## src/rtl/manhattan_ring_gen.sv

```systemverilog
// rtl/manhattan_ring_gen.sv - streams all grid points at a given Manhattan radius from a centre
module manhattan_ring_gen #(
    parameter int COORD_W = 4
) (
    input  logic               clk,
    input  logic               reset,
    input  logic               start,
    input  logic [COORD_W-1:0] cx,
    input  logic [COORD_W-1:0] cy,
    input  logic [COORD_W-1:0] radius,
    input  logic               out_ready,
    output logic               out_valid,
    output logic [COORD_W-1:0] out_x,
    output logic [COORD_W-1:0] out_y,
    output logic               busy,
    output logic               done,
    output logic [COORD_W+1:0] count
);
    localparam int SW = COORD_W + 2;
    localparam logic signed [SW-1:0] MAX_C = SW'((1 << COORD_W) - 1);

    typedef enum logic [1:0] {IDLE, RUN, DONE} state_t;

    state_t                    state_q, state_d;
    logic [COORD_W-1:0]        cx_q, cx_d, cy_q, cy_d, r_q, r_d;
    logic signed [SW-1:0]      dx_q, dx_d;
    logic                      neg_q, neg_d;
    logic                      out_valid_q, out_valid_d;
    logic [COORD_W-1:0]        out_x_q, out_x_d, out_y_q, out_y_d;
    logic [COORD_W+1:0]        count_q, count_d;

    logic                      advance, last, load;
    logic signed [SW-1:0]      mag_q, mag_n, x_n, y_n;

    function automatic logic signed [SW-1:0] ext(input logic [COORD_W-1:0] v);
        return $signed({2'b00, v});
    endfunction

    function automatic logic signed [SW-1:0] abs_s(input logic signed [SW-1:0] v);
        return (v < 0) ? -v : v;
    endfunction

    always_ff @(posedge clk or posedge reset) begin
        if (reset) begin
            state_q     <= IDLE;
            cx_q        <= '0;
            cy_q        <= '0;
            r_q         <= '0;
            dx_q        <= '0;
            neg_q       <= 1'b0;
            out_valid_q <= 1'b0;
            out_x_q     <= '0;
            out_y_q     <= '0;
            count_q     <= '0;
        end else begin
            state_q     <= state_d;
            cx_q        <= cx_d;
            cy_q        <= cy_d;
            r_q         <= r_d;
            dx_q        <= dx_d;
            neg_q       <= neg_d;
            out_valid_q <= out_valid_d;
            out_x_q     <= out_x_d;
            out_y_q     <= out_y_d;
            count_q     <= count_d;
        end
    end

    // A candidate resolves when it is either skipped (not valid) or handed over.
    assign advance = !out_valid_q || out_ready;
    assign last    = (dx_q == ext(r_q));
    assign mag_q   = ext(r_q) - abs_s(dx_q);

    always_comb begin
        state_d = state_q;
        case (state_q)
            IDLE:    if (start) state_d = RUN;
            RUN:     if (advance && last) state_d = DONE;
            default: state_d = IDLE;
        endcase
    end

    always_comb begin
        cx_d        = cx_q;
        cy_d        = cy_q;
        r_d         = r_q;
        dx_d        = dx_q;
        neg_d       = neg_q;
        out_valid_d = out_valid_q;
        out_x_d     = out_x_q;
        out_y_d     = out_y_q;
        count_d     = count_q;
        load        = 1'b0;
        case (state_q)
            IDLE: begin
                if (start) begin
                    cx_d    = cx;
                    cy_d    = cy;
                    r_d     = radius;
                    dx_d    = -ext(radius);
                    neg_d   = 1'b0;
                    count_d = '0;
                    load    = 1'b1;
                end
            end
            RUN: begin
                if (advance) begin
                    if (out_valid_q) count_d = count_q + (COORD_W+2)'(1);
                    if (last) begin
                        out_valid_d = 1'b0;
                    end else begin
                        if (!neg_q && mag_q != 0) begin
                            neg_d = 1'b1;
                        end else begin
                            dx_d  = dx_q + SW'(1);
                            neg_d = 1'b0;
                        end
                        load = 1'b1;
                    end
                end
            end
            default: ;
        endcase

        // Evaluate the candidate the iterator will point at after this edge.
        mag_n = ext(r_d) - abs_s(dx_d);
        x_n   = ext(cx_d) + dx_d;
        y_n   = neg_d ? (ext(cy_d) - mag_n) : (ext(cy_d) + mag_n);
        if (load) begin
            out_valid_d = (x_n >= 0) && (x_n <= MAX_C) && (y_n >= 0) && (y_n <= MAX_C);
            if (out_valid_d) begin
                out_x_d = x_n[COORD_W-1:0];
                out_y_d = y_n[COORD_W-1:0];
            end
        end
    end

    assign out_valid = out_valid_q;
    assign out_x     = out_x_q;
    assign out_y     = out_y_q;
    assign count     = count_q;
    assign busy      = (state_q == RUN);
    assign done      = (state_q == DONE);
endmodule
```

## config.mk

```make
export PLATFORM = sky130hd
export DESIGN_NAME = manhattan_ring_gen
export DESIGN_NICKNAME = d
export VERILOG_FILES = /design/src/rtl/manhattan_ring_gen.sv
export SDC_FILE = /design/constraint.sdc
export NUM_CORES = 1
export LEC_CHECK = 0
export CAP_MARGIN = 40
export CORE_ASPECT_RATIO = 0.7
export CORE_UTILIZATION = 50
export DETAILED_ROUTE_END_ITERATION = 6
export MAX_ROUTING_LAYER = met4
export PLACE_DENSITY = 0.82
export SYNTH_ARGS = -nofsm -noshare
export SYNTH_HDL_FRONTEND = slang
export SYNTH_SLANG_ARGS = --single-unit
```

## constraint.sdc

```tcl
create_clock -name clk -period 17 [get_ports clk]
set_input_delay 2.55 -clock clk [delete_from_list [all_inputs] [get_ports clk]]
set_output_delay 2.55 -clock clk [all_outputs]
set_load 0.1 [all_outputs]
```

==> run summary, run 1 <==
Sequential cells were found to cover 29.75% of the synthesized design area. Among all stages on the critical path, the largest delay is contributed by a41oi_1. Commonest non-fill, non-tap cell in the layout: nand2_1.

By startpoint and endpoint, the worst setup path is classified as in -> reg. After detailed routing, the number of remaining DRC violations is 0. Global routing consumed, on the met1 layer, 35.83% of the routing resources. Data on the critical path arrives at its endpoint at 8.51 ns. Before antenna repair, the detailed router went through 5 iterations.

The post-synthesis instance area was 3028 µm²; the maximum buffer depth of the clock tree was 2. The met2 demand-to-capacity share in global routing was 43.26%. The kind of launch point of the worst setup path was an input pin. The worst hold-check path type is reg -> reg. The congestion estimate from routability-driven global placement came to 1.003.

Placed wire-length estimate: 5952 µm. In this run, synthesis inferred 0 flip-flops with an integrated enable. Setup repair after global routing left no endpoint under its margin.

The number of distinct library cells after synthesis was 64. The post-detailed-route via-to-cell ratio works out to 5.955. The tools report the count of warnings emitted by yosys as 0. The area overhead of the layout relative to synthesis was 26.53%; the via count of the first global-routing pass was 2598. For this design, the CTS-stage hold fixing added 0 buffers. The number of cells produced by synthesis came out at 344. Across the routed clock network, the largest skew measured is 0.01326 ns. The logs give 435 for the layout net count and 23 for the number of core rows. Fill cells in the final layout number 448. In the final timing run, aggregate negative setup slack is 0 ns. The number of nets handed over by synthesis was 387. The logs give 0 for the number of antenna violations at the first check in global routing and 0 for the final-report hold violation count.

Pin count of the biggest net entering global routing: 37. The number of top-level pins is 33, and the post-synthesis async set-or-reset flop share is 100.0%. The largest single stage delay on the critical path is 0.73 ns. Buffers inserted during clock tree synthesis total 5. Timing would allow up to 0.1200 GHz. met2 is the most crowded layer. The final route contains 2787 vias. The count of nets left with antenna violations once routing finished came out at 0. The starting utilization of the core area came out at 52.35%.

The run gives 7845 µm as the wire length reported by the detailed router. The transition time of the tightest slew-check pin came out at 0.9557 ns. The signal on the critical path passes through clkdlybuf4s50_1 > nor2b_1 > a41oi_1 > o21ai_0 > a311oi_1 > inv_1 > ha_1 > nand2_1 > o21ai_0 > fa_1 > ha_1 > o21ai_0 > ha_1 > a21o_1 > a21o_1 > a21oi_1 > nand3_1 > a31oi_4 > mux2_4.

From bottom edge to top edge, the die measures 67.11 µm. The tools report the endpoint kind of the worst setup timing path as a flip-flop. The number of gates resized after CTS was 0. CTS saw 36 sinks. In the final routed layout, each cell accounts on average for 16.76 µm. Input and output buffers added on the ports amount to 32. The clock network latency to the later pin of the worst-skew pair came out at 0.29 ns.

The primary flip-flop cell chosen by synthesis mapping is dfrtp_1. The total area inside the core boundary comes to 5784 µm². In this run the worst path has a maximum fanout of 13. The number of setup buffers added after CTS is 0. The clock-pin transition on the worst setup and hold timing paths was 0.08 ns; the iteration-0 DRC count of the detailed router was 181. The number of antenna diodes in the final layout is 0. The horizontal die dimension is 95.01 µm, and the number of H-tree levels is 2. The relative max-transition margin is 35.45%. The run gives 0 as the total of max-cap violations.

The tools report the global routing usage on met3 as 6.849%. The flow ran to the end, and the final reports show no timing, DRC or antenna violations. The total of endpoints with negative setup slack in the final report was 0; the share of the clock period used by the worst path after layout was 49.03%.

The logs give 0 for the overall overflow remaining after global route and 0 for the count of pins over their slew limit. The post-route netlist has 11.45% of its cells at a drive strength greater than 1. TritonCTS built the clock tree.

The die covers 6376 µm². The cell sitting at the root of the clock tree is a clkbuf_8. The minimum clock period after layout is 8.334 ns, and the first-pass GRT wire length is 12740 µm. The synthesized flop and latch total is 36, and the required time reported for the critical path endpoint is 17.18 ns. A synthesized cell averages 8.802 µm².

In the layout the commonest cells are 50 x nand2_1, 36 x dfrtp_1, 32 x clkdlybuf4s50_1, 28 x inv_1. Global routing consumed, over all layers together, 27.45% of the routing resources.
-- path summary, 6_finish.rpt --
check | slack, ns | from | end | cells after the start
hold reg to reg | 0.49 | cx_q[0] | cx_q[0] | 2
setup / recovery | 8.67 | out_ready | out_x[3] | 19
max in group asynchronous | 13.99 | reset | r_q[2] | 3
hold / removal | 0.49 | cx_q[0] | cx_q[0] | 2
min in group asynchronous | 2.66 | reset | state_q[1] | 3
setup reg to reg | 9.52 | dx_q[1] | out_x[3] | 24
-- area by class of cell --
class                      count  area, µm²  area share, %
timing repair buffer          52      595.6          15.55
tap                           75      93.84          2.449
multi-input combinational    268       1973          51.50
clock inverter                 3      90.09          2.351
inverter                      29      108.9          2.841
sequential                    36      900.9          23.51
clock buffer                   5      68.82          1.796
-- stage by stage --
| stage | area, µm² | cells | setup slack [ns] | util, % | hold WS [ns] |
|---|---|---|---|---|---|
| after floorplan | 3028 | 344 | 9.926 | - | 0.4464 |
| after global placement | 3412 | 442 | 8.870 | 58.99 | 0.4693 |
| after detailed placement | 3667 | 459 | 8.537 | 63.40 | 0.4732 |
| after CTS | 3826 | 467 | 8.763 | 66.15 | 0.4880 |
| after global routing | 3831 | 468 | 8.280 | 66.23 | 0.5019 |
| final | 3831 | 468 | 8.666 | 66.23 | 0.4921 |
-- logic make-up (layout without fill, tap and decap cells) --
logic type / count (synthesis) / count (layout) / share of synthesized area, %
adder cells (fa/ha/maj): 27 / 27 / 12.15
XOR/XNOR: 23 / 23 / 7.108
flip-flops: 36 / 36 / 29.75
AO/OA/AOI/OAI: 71 / 71 / 18.51
buffers and inverters: 40 / 89 / 5.082
multiplexers: 15 / 15 / 5.992
AND/OR/NAND/NOR: 132 / 132 / 21.41
-- cells in the mapped netlist (all sizes together), types with 3 or more instances --
library cell	number	area share (%)
nor2	23	2.9
fa	4	2.6
nand3	17	2.8
nor2b	10	2.1
ha	23	9.5
or2	3	0.62
o211ai	4	0.99
o21ai	13	2.3
mux2i	8	2.6
a21oi	12	2.0
mux2	7	3.3
clkbuf	8	0.99
inv	29	3.6
buf	3	0.50
xnor2	13	3.8
dfrtp	36	30
nand4	4	0.83
a31oi	7	2.4
and3	3	0.62
nand2	50	6.2
nand2b	4	0.83
xor2	9	2.6
a21o	8	2.0
nor4	3	0.62
o311ai	3	0.87
-- routing by layer --
layer | up-vias | routed length (µm)
met2 | 112 | 3534
met1 | 1345 | 3614
li1 | 1314 | -
met4 | 0 | 148
met5 | - | 0
met3 | 16 | 549
-- critical path: cells and delay by family --
family	cells	cell delay, ns
and+or+nand+nor	3	0.31
adders and majority gates	4	1.48
AOI/OAI and AO/OA	9	3.06
buffers and inverters	2	0.75
muxes	1	0.35
-- sequential cells by signal, indices dropped and copies added (netlist names) --
register / cells
cy_q: 4
out_x: 4
out_y: 4
cx_q: 4
state_q: 2
count: 6
out_valid: 1
r_q: 4
neg_q: 1
dx_q: 6
Power of run 1 is not shown: default switching activity piles up to over one toggle a cycle in this logic, so the estimate is an artifact.
==> run 2: changes to the inputs <==
--- a/config.mk
+++ b/config.mk
@@ -10,7 +10,7 @@
 export CORE_UTILIZATION = 50
 export DETAILED_ROUTE_END_ITERATION = 6
 export MAX_ROUTING_LAYER = met4
-export PLACE_DENSITY = 0.82
+export PLACE_DENSITY = 0.85
 export SYNTH_ARGS = -nofsm -noshare
 export SYNTH_HDL_FRONTEND = slang
 export SYNTH_SLANG_ARGS = --single-unit
==> constraint.sdc (replaced) <==
create_clock -name clk -period 7.2 [get_ports clk]
set_input_delay 1.08 -clock clk [delete_from_list [all_inputs] [get_ports clk]]
set_output_delay 1.08 -clock clk [all_outputs]
set_load 0.1 [all_outputs]
==> run 2 against run 1 <==
  * Cell area increased by 0.42%
  * Sequential cell count unchanged
  * Cell count increased by 1.3%
  * Global-route usage increased by 1.9 points
  * Utilization increased by 0.28 points
  * Via count increased by 1.9%
  * Critical path depth increased by 7
  * First-iteration DRC count increased by 100%
  * Largest cell class unchanged
  * Highest routed layer unchanged
==> run summary, run 2 (synthesis gave the netlist of run 1 again) <==
The placed wire-length estimate is 6004 µm (was 5952 µm). The maximum buffer depth of the clock tree was 2 (unchanged); the number of H-tree levels was 2 (unchanged). The placeable core region came out at 5784 µm² (unchanged).

TritonCTS built the clock tree. The first-pass iteration count of the detailed router was 5 (unchanged); the pin count of the biggest net entering global routing was 37 (unchanged). The tools report the summed negative setup slack over all endpoints as 0 ns (unchanged). The number of sinks driven by the clock tree came out at 36 (unchanged). Top library cells by usage in the layout, fill and taps aside: 50 x nand2_1, 36 x dfrtp_1, 32 x clkdlybuf4s50_1, 28 x inv_1 (unchanged).

Kind of launch point of the worst setup path: a flip-flop (was an input pin). The hold buffer count at cts was 0 (unchanged); the total of max-cap violations was 0 (unchanged). The worst stage delay on the critical path came out at 0.54 ns (was 0.73 ns). For the number of standard cells in the layout, taps in and fillers out, the log shows 474 (was 468). The first-pass GRT wire length was 13460 µm (was 12740 µm).

The run gives 365 (was 181) as the iteration-0 DRC count of the detailed router. The total routing usage reported by global routing was 29.37% (was 27.45%); the number of top-level pins was 33 (unchanged). The utilization after layout is 66.52% (was 66.23%), and the remaining antenna violation count is 0 (unchanged). The tools report the endpoint kind of the worst setup timing path as a flip-flop (unchanged). Number of buffers created by CTS: 5 (unchanged). The die area is 6376 µm² (unchanged), and the area overhead of the layout relative to synthesis is 27.07% (was 26.53%). Required time reported for the critical path endpoint: 7.38 ns (was 17.18 ns).

After layout, the worst path uses 93.69% of the clock period. Global placer's final weighted congestion: 0.9239 (was 1.003). The total via count in the routed design was 2841 (was 2787). Number of fillers in the final layout: 424 (was 448). Setup repair after global routing left no endpoint under its margin.

The slowest cell on the critical path is fa_1 (was a41oi_1). The fraction of layout cells with a size suffix above 1 is 12.78% (was 11.45%). The run finished with clean final reports.

Launching point of the worst reg2reg path: dx_q[0] (was dx_q[1]). The per-cell routed wire length works out to 17.28 µm (was 16.76 µm). The hold path startpoint is cx_q[0] (unchanged). The post-detailed-route via-to-cell ratio works out to 5.994 (was 5.955).

The clock-pin transition on the worst setup and hold timing paths is 0.08 ns (about the same). The count of pins over their slew limit was 0 (unchanged); the final-layout worst hold slack was 0.4900 ns (was 0.4921 ns). The floorplan die height was 67.11 µm (unchanged); the layout net count was 441 (was 435).

The critical path start-end classification was reg -> reg (was in -> reg). The count of buffers inserted at the top-level ports was 32 (unchanged). The worst hold-check path type was reg -> reg (unchanged).

The tools report the overall overflow remaining after global route as 0 (unchanged). The starting utilization of the core area came out at 52.35% (unchanged). The largest fanout of any net on the critical path works out to 8 (was 13). The antenna diode count was 0 (unchanged). The tools report the buffer cell driving the clock tree root as clkbuf_8 (unchanged). The transition time of the tightest slew-check pin is 0.7524 ns (was 0.9557 ns), and the setup clock skew after layout is 0.006987 ns (was 0.01326 ns). The tools report the via count of the first global-routing pass as 2738 (was 2598).

The placed cell count came out at 464 (was 459). Clock network latency to the later pin of the worst-skew pair: 0.30 ns (was 0.29 ns). The final-report hold violation count is 0 (unchanged), and the relative max-transition margin is 49.54% (was 35.45%). The minimum clock period after layout was 6.746 ns. Arrival time of the worst setup path: 6.93 ns (was 8.51 ns).

The tools report the number of core rows as 23 (unchanged). The tools report the beginning of the critical path as dx_q[0] (was out_ready). Commonest non-fill, non-tap cell in the layout: nand2_1 (unchanged). For the total of endpoints with negative setup slack in the final report, the log shows 0 (unchanged). Timing would allow up to 0.1482 GHz. The wire length reported by the detailed router is 8193 µm (was 7845 µm). The final routed DRC violation total was 0 (unchanged). For the number of antenna violations at the first check in global routing, the log shows 0 (unchanged).

The horizontal die dimension came out at 95.01 µm (unchanged).
==> run 2: changes by cell type in the layout (fill, tap and decap cells not counted), sizes merged <==
| cell | delta |
|---|---|
| buf | +6 |
| clkbuf | +1 |
| clkinv | +1 |
| bufinv | -2 |
==> run 2: through the flow <==
| stage | setup WS (ns) | instance area, µm² |
|---|---|---|
| 2_1_floorplan | 0.7602 | 3028 |
| 3_3_place_gp | 0.5074 | 3450 |
| 3_5_place_dp | 0.2969 | 3705 |
| 4_1_cts | 0.1327 | 3812 |
| 5_1_grt | 0.1162 | 3847 |
| 6_report | 0.4544 | 3847 |
==> run 2: layer usage <==
metal	track usage (%)	wire length, µm	vias to the layer above
met1	38.57	3705	1376
met3	6.849	705	8
met2	45.59	3724	131
met4	7.955	57	0
met5	-	0	-
li1	-	-	1326
==> run 2: worst paths after layout <==
| path | to | slack [ns] | cells after the start |
|---|---|---|---|
| setup / recovery | out_y[2] | 0.45 | 26 |
| hold / removal | cx_q[0] | 0.49 | 2 |
| setup reg to reg | out_y[2] | 0.45 | 26 |
| hold reg to reg | cx_q[0] | 0.49 | 2 |
| max in group asynchronous | cy_q[3] | 5.67 | 3 |
| min in group asynchronous | count[1] | 1.19 | 3 |
==> run 2: worst max-delay path: cells and delay by family (launching register included) <==
family                     cells  cell delay, ns
adders and majority gates      6            2.44
AOI/OAI and AO/OA             11            1.90
and+or+nand+nor                3            0.80
buffers and inverters          4            0.58
DFF                            1            0.48
muxes                          2            0.41
==> run 2: what timing repair did <==
item                                    4_1_cts  5_1_grt
resized for setup                             0        2
endpoints found under the setup margin        0        9
setup buffers                                 0        2
==> run 2: cell type report <==
type	count	area [µm²]	share of cell area, %
clock buffers	6	72.57	1.886
inverters	29	108.9	2.829
clock inverters	2	35.03	0.9106
flip-flops and latches	36	900.9	23.41
multi-input cells	268	1981	51.48
well taps	75	93.84	2.439
repair buffers	58	655.6	17.04
Power of run 2 is left out for the same reason.
==> variant: new RTL, settings of run 2 <==
Register the output `count` once more, without a reset; this adds one clock of latency there. The other outputs are not delayed to match.
--- a/src/rtl/manhattan_ring_gen.sv
+++ b/src/rtl/manhattan_ring_gen.sv
@@ -138,7 +138,9 @@
     assign out_valid = out_valid_q;
     assign out_x     = out_x_q;
     assign out_y     = out_y_q;
-    assign count     = count_q;
+    always_ff @(posedge clk) begin
+        count <= count_q;
+    end
     assign busy      = (state_q == RUN);
     assign done      = (state_q == DONE);
 endmodule
Check against the original RTL: not equivalent (a bounded check fails within 4 cycles, from zero or initial values and one cycle with reset high).
==> variant against run 2 <==
Area after synthesis grew 4.7%; routed wire length grew 0.99%; final cell count grew 0.42%; cell area grew 3.1%; sequential cell count grew 6; setup slack lost 0.14 ns.
Power is not shown: default switching activity piles up to over one toggle a cycle in this logic, so the estimate is an artifact.
==> variant: results (changes against run 2) <==
metric;value;unit;change
Max H-tree Level;2;;unchanged
slowest stage delay, CP;0.52;ns;-0.02 ns
Routed WL;8.274;mm;+0.99%
pre-CTS WS;0.2058;ns;-0.09107 ns
nets;443;;+0.45%
worst r2r path cells;24;;-7.7%
Least-Margin Pin Slew;0.7549;ns;+0.002528 ns
clock skew;0.01076;ns;+0.003769 ns
CTS Buf Count;5;;unchanged
Root Buffer;clkbuf_8;;
crit-path max FO;10;;+2
routed vias;2837;;-0.14%
Cell variety after synth;61;;-4.7%
Fmax achieved;0.1452;GHz;-2.0%
pin count of the biggest net entering global routing;37;;unchanged
Fillers;471;;+11%
outcome;finished, final reports clean;;
CTS Buffer Depth;2;;unchanged
Largest delay share family, worst path;compound AO/OA/AOI/OAI gates;;
register area share after synthesis;32.20;%;+2.4 points
gr usage total;27.15;%;-2.2 points
async set-reset flop share out of synthesis;85.71;%;-14 points
I/O Buffers;32;;unchanged
antenna diode count;0;;unchanged
Regs by FF count;count: 6 flops, count_q: 6 flops, dx_q: 6 flops;;
worst hold stages;0;;-2
DP HPWL;6.306;mm;+5.0%
share of post-route cells with drive strength above 1;13.22;%;+0.44 points
RePlAce Congestion;0.9450;;+2.3%
DRT Pass-1 Iters;5;;unchanged
Worst-path clk slew;0.09;ns;
syn nets;391;;+1.0%
Worst-Skew Late Latency;0.30;ns;about the same
cell count after placement;468;;+0.86%
most common library cells after synthesis;40 x nand2_1, 36 x dfrtp_1, 28 x inv_1, 25 x nor2_1, 23 x ha_1;;
first-pass GRT wire length;13.66;mm;+1.5%
Yosys warnings;0;;unchanged
Synth area leaders;dfrtp_1 28%, ha_1 9.1%, nand2_1 4.7%;;
Detailed Route Iter0 Violations;202;;-45%
non-filler cells, final;476;;+0.42%
Critical Path AT;7.06;ns;+0.13 ns
syn avg cell area;9.111;um^2;+3.5%
Reg2Reg Setup Slack;0.31;ns;-0.14 ns
==> variant: cell types whose count changed in the layout (fill, tap and decap cells not counted), moves of 4 or more <==
cell      delta
nor3_1       +7
nand3_1      -6
xnor2_1      +4
nand2b_1     +4
nand2_1     -10
dfxtp_1      +6
==> variant: what timing repair did <==
| item | in CTS | in global routing |
|---|---|---|
| endpoints found under the setup margin | 0 | 8 |
| resized for setup | 0 | 2 |
| buffers inserted | 0 | 0 |
==> variant: path summary, 6_finish.rpt <==
check                           startpoint    endpoint
worst min register to register  count_q[5]    count[5]
worst min-delay path            count_q[5]    count[5]
worst max register to register     dx_q[1]    out_x[0]
worst max-delay path               dx_q[1]    out_x[0]
min in group asynchronous            reset  count_q[4]
max in group asynchronous            reset    out_y[3]
==> variant: cell type report <==
| cell class | instances | area share, % |
|---|---|---|
| Clock inverter | 3 | 1.735 |
| Multi-Input combinational cell | 268 | 50.13 |
| Tap cell | 75 | 2.366 |
| Inverter | 28 | 2.650 |
| Sequential cell | 42 | 25.74 |
| Timing Repair Buffer | 55 | 15.65 |
| Clock buffer | 5 | 1.735 |
==> variant: through the flow <==
stage	area, um^2	hold WS (ns)
floorplan	3171	0.3653
global placement	3567	0.3739
detailed placement	3822	0.3738
CTS	3960	0.3958
global route	3966	0.4111
finish	3966	0.3936
==> variant: layer usage <==
metal | vias up | part of all wire [%] | global-route usage, %
met4 | 0 | 1.6 | 7.649
met2 | 123 | 46 | 46.13
met1 | 1369 | 45 | 33.77
li1 | 1328 | - | -
met3 | 17 | 7.7 | 5.343
met5 | - | 0 | -
==> variant: cell families (layout without fill, tap and decap cells) <==
family | Yosys count | in the layout | share of synthesized area (%)
AO/OA/AOI/OAI | 69 | 69 | 16.38
XOR/XNOR | 26 | 26 | 7.182
adder cells (fa/ha/maj) | 27 | 27 | 11.60
buffers and inverters | 38 | 91 | 5.288
flip-flops | 42 | 42 | 32.20
multiplexers | 17 | 17 | 6.670
AND/OR/NAND/NOR | 129 | 129 | 20.68
